<file path="config.mk">
export PLATFORM = sky130hd
export DESIGN_NAME = adc_sample_sequencer
export DESIGN_NICKNAME = d
export VERILOG_FILES = /design/src/rtl/adc_sample_sequencer_pkg.sv /design/src/rtl/adc_result_fifo.sv /design/src/rtl/adc_sample_sequencer.sv
export SDC_FILE = /design/constraint.sdc
export NUM_CORES = 1
export LEC_CHECK = 0
export CORE_MARGIN = 10
export CORE_UTILIZATION = 45
export DETAILED_ROUTE_END_ITERATION = 10
export GPL_ROUTABILITY_DRIVEN = 0
export PLACE_DENSITY = 0.82
export SYNTH_ARGS = -nofsm -noshare
export SYNTH_HDL_FRONTEND = slang
export SYNTH_SLANG_ARGS = --single-unit
</file>
<file path="constraint.sdc">
create_clock -name clk -period 9.14 [get_ports clk]
set_input_delay 2.742 -clock clk [delete_from_list [all_inputs] [get_ports clk]]
set_output_delay 2.742 -clock clk [all_outputs]
set_load 0.1 [all_outputs]
</file>
<file path="src/rtl/adc_sample_sequencer_pkg.sv">
// rtl/adc_sample_sequencer_pkg.sv - shared state encoding and default parameters for the ADC sequencer
package adc_sample_sequencer_pkg;

    localparam int DEFAULT_FIFO_DEPTH     = 4;
    localparam int DEFAULT_TIMEOUT_CYCLES = 1023;

    typedef enum logic [1:0] {
        ST_IDLE    = 2'd0,
        ST_ARM     = 2'd1,
        ST_CONVERT = 2'd2,
        ST_RECOVER = 2'd3
    } seq_state_t;

endpackage

</file>
<file path="src/rtl/adc_result_fifo.sv">
// rtl/adc_result_fifo.sv - first-word-fall-through result FIFO with overflow-safe push gating
module adc_result_fifo #(
    parameter int DEPTH = 4,
    parameter int WIDTH = 16
) (
    input  logic                   clk,
    input  logic                   nrst,
    input  logic                   push,
    input  logic                   pop,
    input  logic [WIDTH-1:0]       data,
    output logic [WIDTH-1:0]       rd_data,
    output logic                   full,
    output logic                   empty,
    output logic [$clog2(DEPTH):0] count
);
    localparam int AW = $clog2(DEPTH);

    logic [WIDTH-1:0] mem [DEPTH];
    logic [AW-1:0]    wr_ptr;
    logic [AW-1:0]    rd_ptr;
    logic [WIDTH-1:0] last_q;
    logic             do_push;
    logic             do_pop;

    assign empty   = (count == '0);
    assign full    = (count == (AW+1)'(DEPTH));
    assign do_pop  = pop && !empty;
    // A full FIFO still takes a write when the same edge frees a slot.
    assign do_push = push && (!full || do_pop);
    assign rd_data = empty ? last_q : mem[rd_ptr];

    always_ff @(posedge clk) begin
        if (do_push) begin
            mem[wr_ptr] <= data;
        end
    end

    always_ff @(posedge clk) begin
        if (!nrst) begin
            wr_ptr <= '0;
            rd_ptr <= '0;
            count  <= '0;
            last_q <= '0;
        end else begin
            if (do_push) begin
                wr_ptr <= wr_ptr + 1'b1;
            end
            if (do_pop) begin
                rd_ptr <= rd_ptr + 1'b1;
                last_q <= mem[rd_ptr];
            end
            case ({do_push, do_pop})
                2'b10:   count <= count + 1'b1;
                2'b01:   count <= count - 1'b1;
                default: count <= count;
            endcase
        end
    end

endmodule

</file>
<file path="src/rtl/adc_sample_sequencer.sv">
// rtl/adc_sample_sequencer.sv - ADC start/capture sequencer with pacing, timeout and result FIFO
module adc_sample_sequencer
    import adc_sample_sequencer_pkg::*;
#(
    parameter int FIFO_DEPTH     = DEFAULT_FIFO_DEPTH,
    parameter int TIMEOUT_CYCLES = DEFAULT_TIMEOUT_CYCLES
) (
    input  logic                        clk,
    input  logic                        nrst,
    input  logic                        enable_in,
    input  logic                        single_shot_in,
    input  logic [15:0]                 period_in,
    input  logic [15:0]                 cfg_1_in,
    input  logic [15:0]                 cfg_2_in,
    output logic                        start_conversion_out,
    output logic [15:0]                 config_1_out,
    output logic [15:0]                 config_2_out,
    input  logic [15:0]                 result_in,
    input  logic                        conversion_finished_in,
    input  logic                        rd_en_in,
    output logic [15:0]                 rd_data_out,
    output logic                        rd_valid_out,
    output logic [$clog2(FIFO_DEPTH):0] fifo_count_out,
    output logic                        overflow_out,
    output logic                        timeout_out,
    input  logic                        clear_flags_in,
    output logic                        busy_out
);
    localparam int TW = $clog2(TIMEOUT_CYCLES + 1);

    seq_state_t  state;
    seq_state_t  next_state;
    logic        fin_meta;
    logic        fin_s;
    logic        single_mode;
    logic [15:0] period_cnt;
    logic [TW-1:0] timeout_cnt;
    logic        start_conv;
    logic        capture;
    logic        set_timeout;
    logic        period_ok;
    logic        timeout_hit;
    logic        fifo_full;
    logic        fifo_empty;
    logic        overflow_hit;

    // Counters read zero on the edge a conversion starts, so "+1" gives cycles elapsed since that edge.
    assign period_ok   = ({1'b0, period_cnt} + 17'd1) >= {1'b0, period_in};
    assign timeout_hit = (timeout_cnt == TW'(TIMEOUT_CYCLES - 1));

    always_comb begin
        next_state  = state;
        start_conv  = 1'b0;
        capture     = 1'b0;
        set_timeout = 1'b0;
        case (state)
            ST_IDLE: begin
                if (enable_in || single_shot_in) begin
                    next_state = ST_ARM;
                end
            end
            ST_ARM: begin
                if (!single_mode && !enable_in) begin
                    next_state = ST_IDLE;
                end else if (!fin_s && period_ok) begin
                    next_state = ST_CONVERT;
                    start_conv = 1'b1;
                end
            end
            ST_CONVERT: begin
                if (fin_s) begin
                    capture    = 1'b1;
                    next_state = ST_RECOVER;
                end else if (timeout_hit) begin
                    set_timeout = 1'b1;
                    next_state  = ST_RECOVER;
                end
            end
            ST_RECOVER: begin
                if (!fin_s) begin
                    next_state = (enable_in && !single_mode) ? ST_ARM : ST_IDLE;
                end
            end
            default: next_state = ST_IDLE;
        endcase
    end

    assign overflow_hit = capture && fifo_full && !(rd_en_in && !fifo_empty);
    assign busy_out     = (state != ST_IDLE);
    assign rd_valid_out = !fifo_empty;

    always_ff @(posedge clk) begin
        if (!nrst) begin
            state                <= ST_IDLE;
            fin_meta             <= 1'b0;
            fin_s                <= 1'b0;
            single_mode          <= 1'b0;
            period_cnt           <= '0;
            timeout_cnt          <= '0;
            start_conversion_out <= 1'b0;
            config_1_out         <= '0;
            config_2_out         <= '0;
            overflow_out         <= 1'b0;
            timeout_out          <= 1'b0;
        end else begin
            state                <= next_state;
            fin_meta             <= conversion_finished_in;
            fin_s                <= fin_meta;
            start_conversion_out <= (next_state == ST_CONVERT);
            if (state == ST_IDLE && next_state == ST_ARM) begin
                single_mode <= !enable_in;
            end
            if (start_conv) begin
                period_cnt   <= '0;
                timeout_cnt  <= '0;
                config_1_out <= cfg_1_in;
                config_2_out <= cfg_2_in;
            end else begin
                if (period_cnt != 16'hFFFF) begin
                    period_cnt <= period_cnt + 16'd1;
                end
                if (state == ST_CONVERT) begin
                    timeout_cnt <= timeout_cnt + 1'b1;
                end
            end
            if (set_timeout) begin
                timeout_out <= 1'b1;
            end else if (clear_flags_in) begin
                timeout_out <= 1'b0;
            end
            if (overflow_hit) begin
                overflow_out <= 1'b1;
            end else if (clear_flags_in) begin
                overflow_out <= 1'b0;
            end
        end
    end

    adc_result_fifo #(
        .DEPTH (FIFO_DEPTH),
        .WIDTH (16)
    ) u_fifo (
        .clk     (clk),
        .nrst    (nrst),
        .push    (capture),
        .pop     (rd_en_in),
        .data    (result_in),
        .rd_data (rd_data_out),
        .full    (fifo_full),
        .empty   (fifo_empty),
        .count   (fifo_count_out)
    );

endmodule

</file>
==> out/results.ini <==
[clocking]
clk_pin_slew_ns = 0.06
cts_root_buf = clkbuf_16
htreeDepth = 4
cts_buffer_depth = 2
cts_setup_buffers = 0
clkSinkCount = 155
cts_tree = yes
cts_hold_buf = 0
cts-resized-gates = 0
worstSkewPairLatency_ns = 0.43
numCtsBuffers = 17

[timing]
fmax_mhz = 163.0
relSlewSlack_pct = 25.43
skew_ns = 0.005544
period_share_pct = 67.10
grt_setup_unrepaired = no
drv_slew = 0
tns_ns = 0
tightest_slew_ns = 1.117
fin_crit_ns = 6.133
hold_viol = 0
finalSetupViolCount = 0

[critical_path]
worstPathArrival_ns = 3.39
cp_top_family = flip-flops
critical_path_class = flop to output port
crit_fanout = 16
cp-start-kind = flop
critPathBufInv = 1
cp-end-kind = output port
max_stage_delay_ns = 1.06
cpMaxStageDelayCell = dfxtp_1
crit_chain = mux4_2 > mux2_2 > clkdlybuf4s50_1
cp_data_required_time_ns = 6.40

[yosys]
synth_edf_count = 64
synth_area_per_cell_um2 = 11.22
synth_area_leaders = edfxtp_1, dfxtp_1, nand2_1
synth-seq-area-share_pct = 55.42
synthDistinctLibCells = 44
synth_area_mm2 = 0.006755
synth_fp_nets = 697
syn_inst = 602
async_flop_share_pct = 0
netlist.area_leader.share_pct = 28.45
netlist_top_cells_count = nand2_1, dfxtp_1, edfxtp_1
yosys_warnings = 0
synth-seq-cells = 155
synth_flop_cell = dfxtp_1
synth.most_common_cell = nand2_1
synth_top_cell_by_area = edfxtp_1

[pwr]
cellPowerDensity_mw_per_mm2 = 264.9
ir_worst_vdd_v = 0.0002849
p_leak_uw = 0.003160

[hold_path]
hold_class = flop to flop

[drt]
met3_length_um = 663
num_vias = 4757
wire_per_inst_um = 17.33
drtIter0Drc = 240
wl_met1_mm = 6.186
top_layer = met4
wl_met2_mm = 8.789
first_pass_iters = 4
drc = 0
viasPerCell = 5.210
drtAntennaViolNets = 0
finalWirelength_mm = 15.82

[global_routing]
grt_max_degree = 70
grt_pass1_vias = 5002
antenna_found_initial = 0
overflow = 0
grt.total_usage_pct = 15.72
grt_pass1_wl_mm = 25.31

[floorplan]
start_util_pct = 46.13
coreArea_mm2 = 0.01464
design.die.area_mm2 = 0.02031
rows = 44
die_h_um = 142.5
ioPinCount = 127
die_x_um = 142.5

[final_layout]
final_nets = 811
area.growth.synth_to_final_pct = 28.21
fillers = 1177
layout-drive-gt1-share_pct = 9.328
design_area_mm2 = 0.008661
antennaDiodeCount = 0
postLayoutCoreUtil_pct = 59.14

[placement]
dpl_cell_area_mm2 = 0.008095
dpl.hpwl_mm = 11.26
io_buffers = 126

[run_status]
outcome = finished, final reports clean

[run]
drv_cap = 0

## final cells by class
cell class	count	area [um^2]	share of cell area [%]
clock buffer	17	425.4	4.912
tap	184	230.2	2.658
inverter	39	146.4	1.690
timing repair buffer	127	1264	14.59
sequential	155	3744	43.22
multi-input combinational	376	2711	31.31
clock inverter	15	140.1	1.618
## where the power goes
group | switching [uW] | internal (uW)
combinational | 596 | 241
sequential | 39.6 | 748
clock | 291 | 379
total | 926 | 1370
## worst paths after layout
path | start | to | slack, ns | depth (start not counted)
worst max register to register | period_cnt[2] | config_1_out[15] | 5.16 | 13
worst min register to register | fin_meta | fin_s | 0.44 | 1
worst min-delay path | fin_meta | fin_s | 0.44 | 1
worst max-delay path | flop | rd_data_out[1] | 3.01 | 3
## registers in the layout, summed over array words and instances, names as in the netlist, named ones only
register and flops:
u_fifo.count 3, period_cnt 16, config_1_out 16, fin_s 1, overflow_out 1, u_fifo.rd_ptr 2, u_fifo.wr_ptr 2, state 2
u_fifo.last_q 16, timeout_cnt 10, u_fifo.mem 64, single_mode 1, timeout_out 1, start_conversion_out 1, fin_meta 1, config_2_out 16
## worst register-to-register path: stages (launching register included)
cell,delay [ns]
dfxtp_1,0.40
and4_1,0.28
and2_1,0.19
nand4_1,0.18
nor3_1,0.28
xnor2_1,0.18
inv_1,0.07
ha_1,0.29
nand3_1,0.10
nor3_1,0.25
o21ai_0,0.25
a2111oi_4,0.39
buf_4,0.69
mux2i_1,0.33
## metrics by stage
step | std cells | worst slack (ns) | total power [uW] | hold WS (ns)
after floorplan | 602 | 3.053 | 1439 | 0.4119
after global placement | 881 | 3.396 | 1628 | 0.4232
after detailed placement | 881 | 3.384 | 1643 | 0.4317
after CTS | 913 | 2.913 | 2312 | 0.4467
after global routing | 913 | 2.783 | 2375 | 0.4531
final | 913 | 3.007 | 2294 | 0.4419
## layout by cell type, fill, tap and decap left out, types with 13 or more instances in the layout
cell             synthesis  layout
clkdlybuf4s50_1          0     125
nand2_1                111     111
dfxtp_1                 91      91
edfxtp_1                64      64
inv_1                   38      38
mux2i_1                 34      34
a21oi_1                 28      28
nor2_1                  26      26
ha_1                    23      23
clkbuf_16                0      17
xnor2_1                 16      16
mux4_2                  16      16
mux2_2                  16      16
nor3_1                  15      15
nand3_1                 14      14
xor2_1                  13      13
a211oi_1                13      13
## logic make-up (layout without fill, tap and decap cells)
group                    count (synthesis)  count (layout)  share of synthesized area, %
AND/OR/NAND/NOR                        200             200                         13.22
flip-flops                             155             155                         55.42
XOR/XNOR                                29              29                         3.760
multiplexers                            66              66                         13.04
buffers and inverters                   71             198                         4.445
AO/OA/AOI/OAI                           57              57                         5.557
adder cells (fa/ha/maj)                 24              24                         4.556
## per-layer routing
metal  global-route usage (%)  up-vias
li1                         -     2324
met1                    16.58     2325
met2                    29.40       95
met3                    3.538       13
met4                    6.515        0
met5                        0        -
No activity file was read; power rests on OpenSTA's default activity.
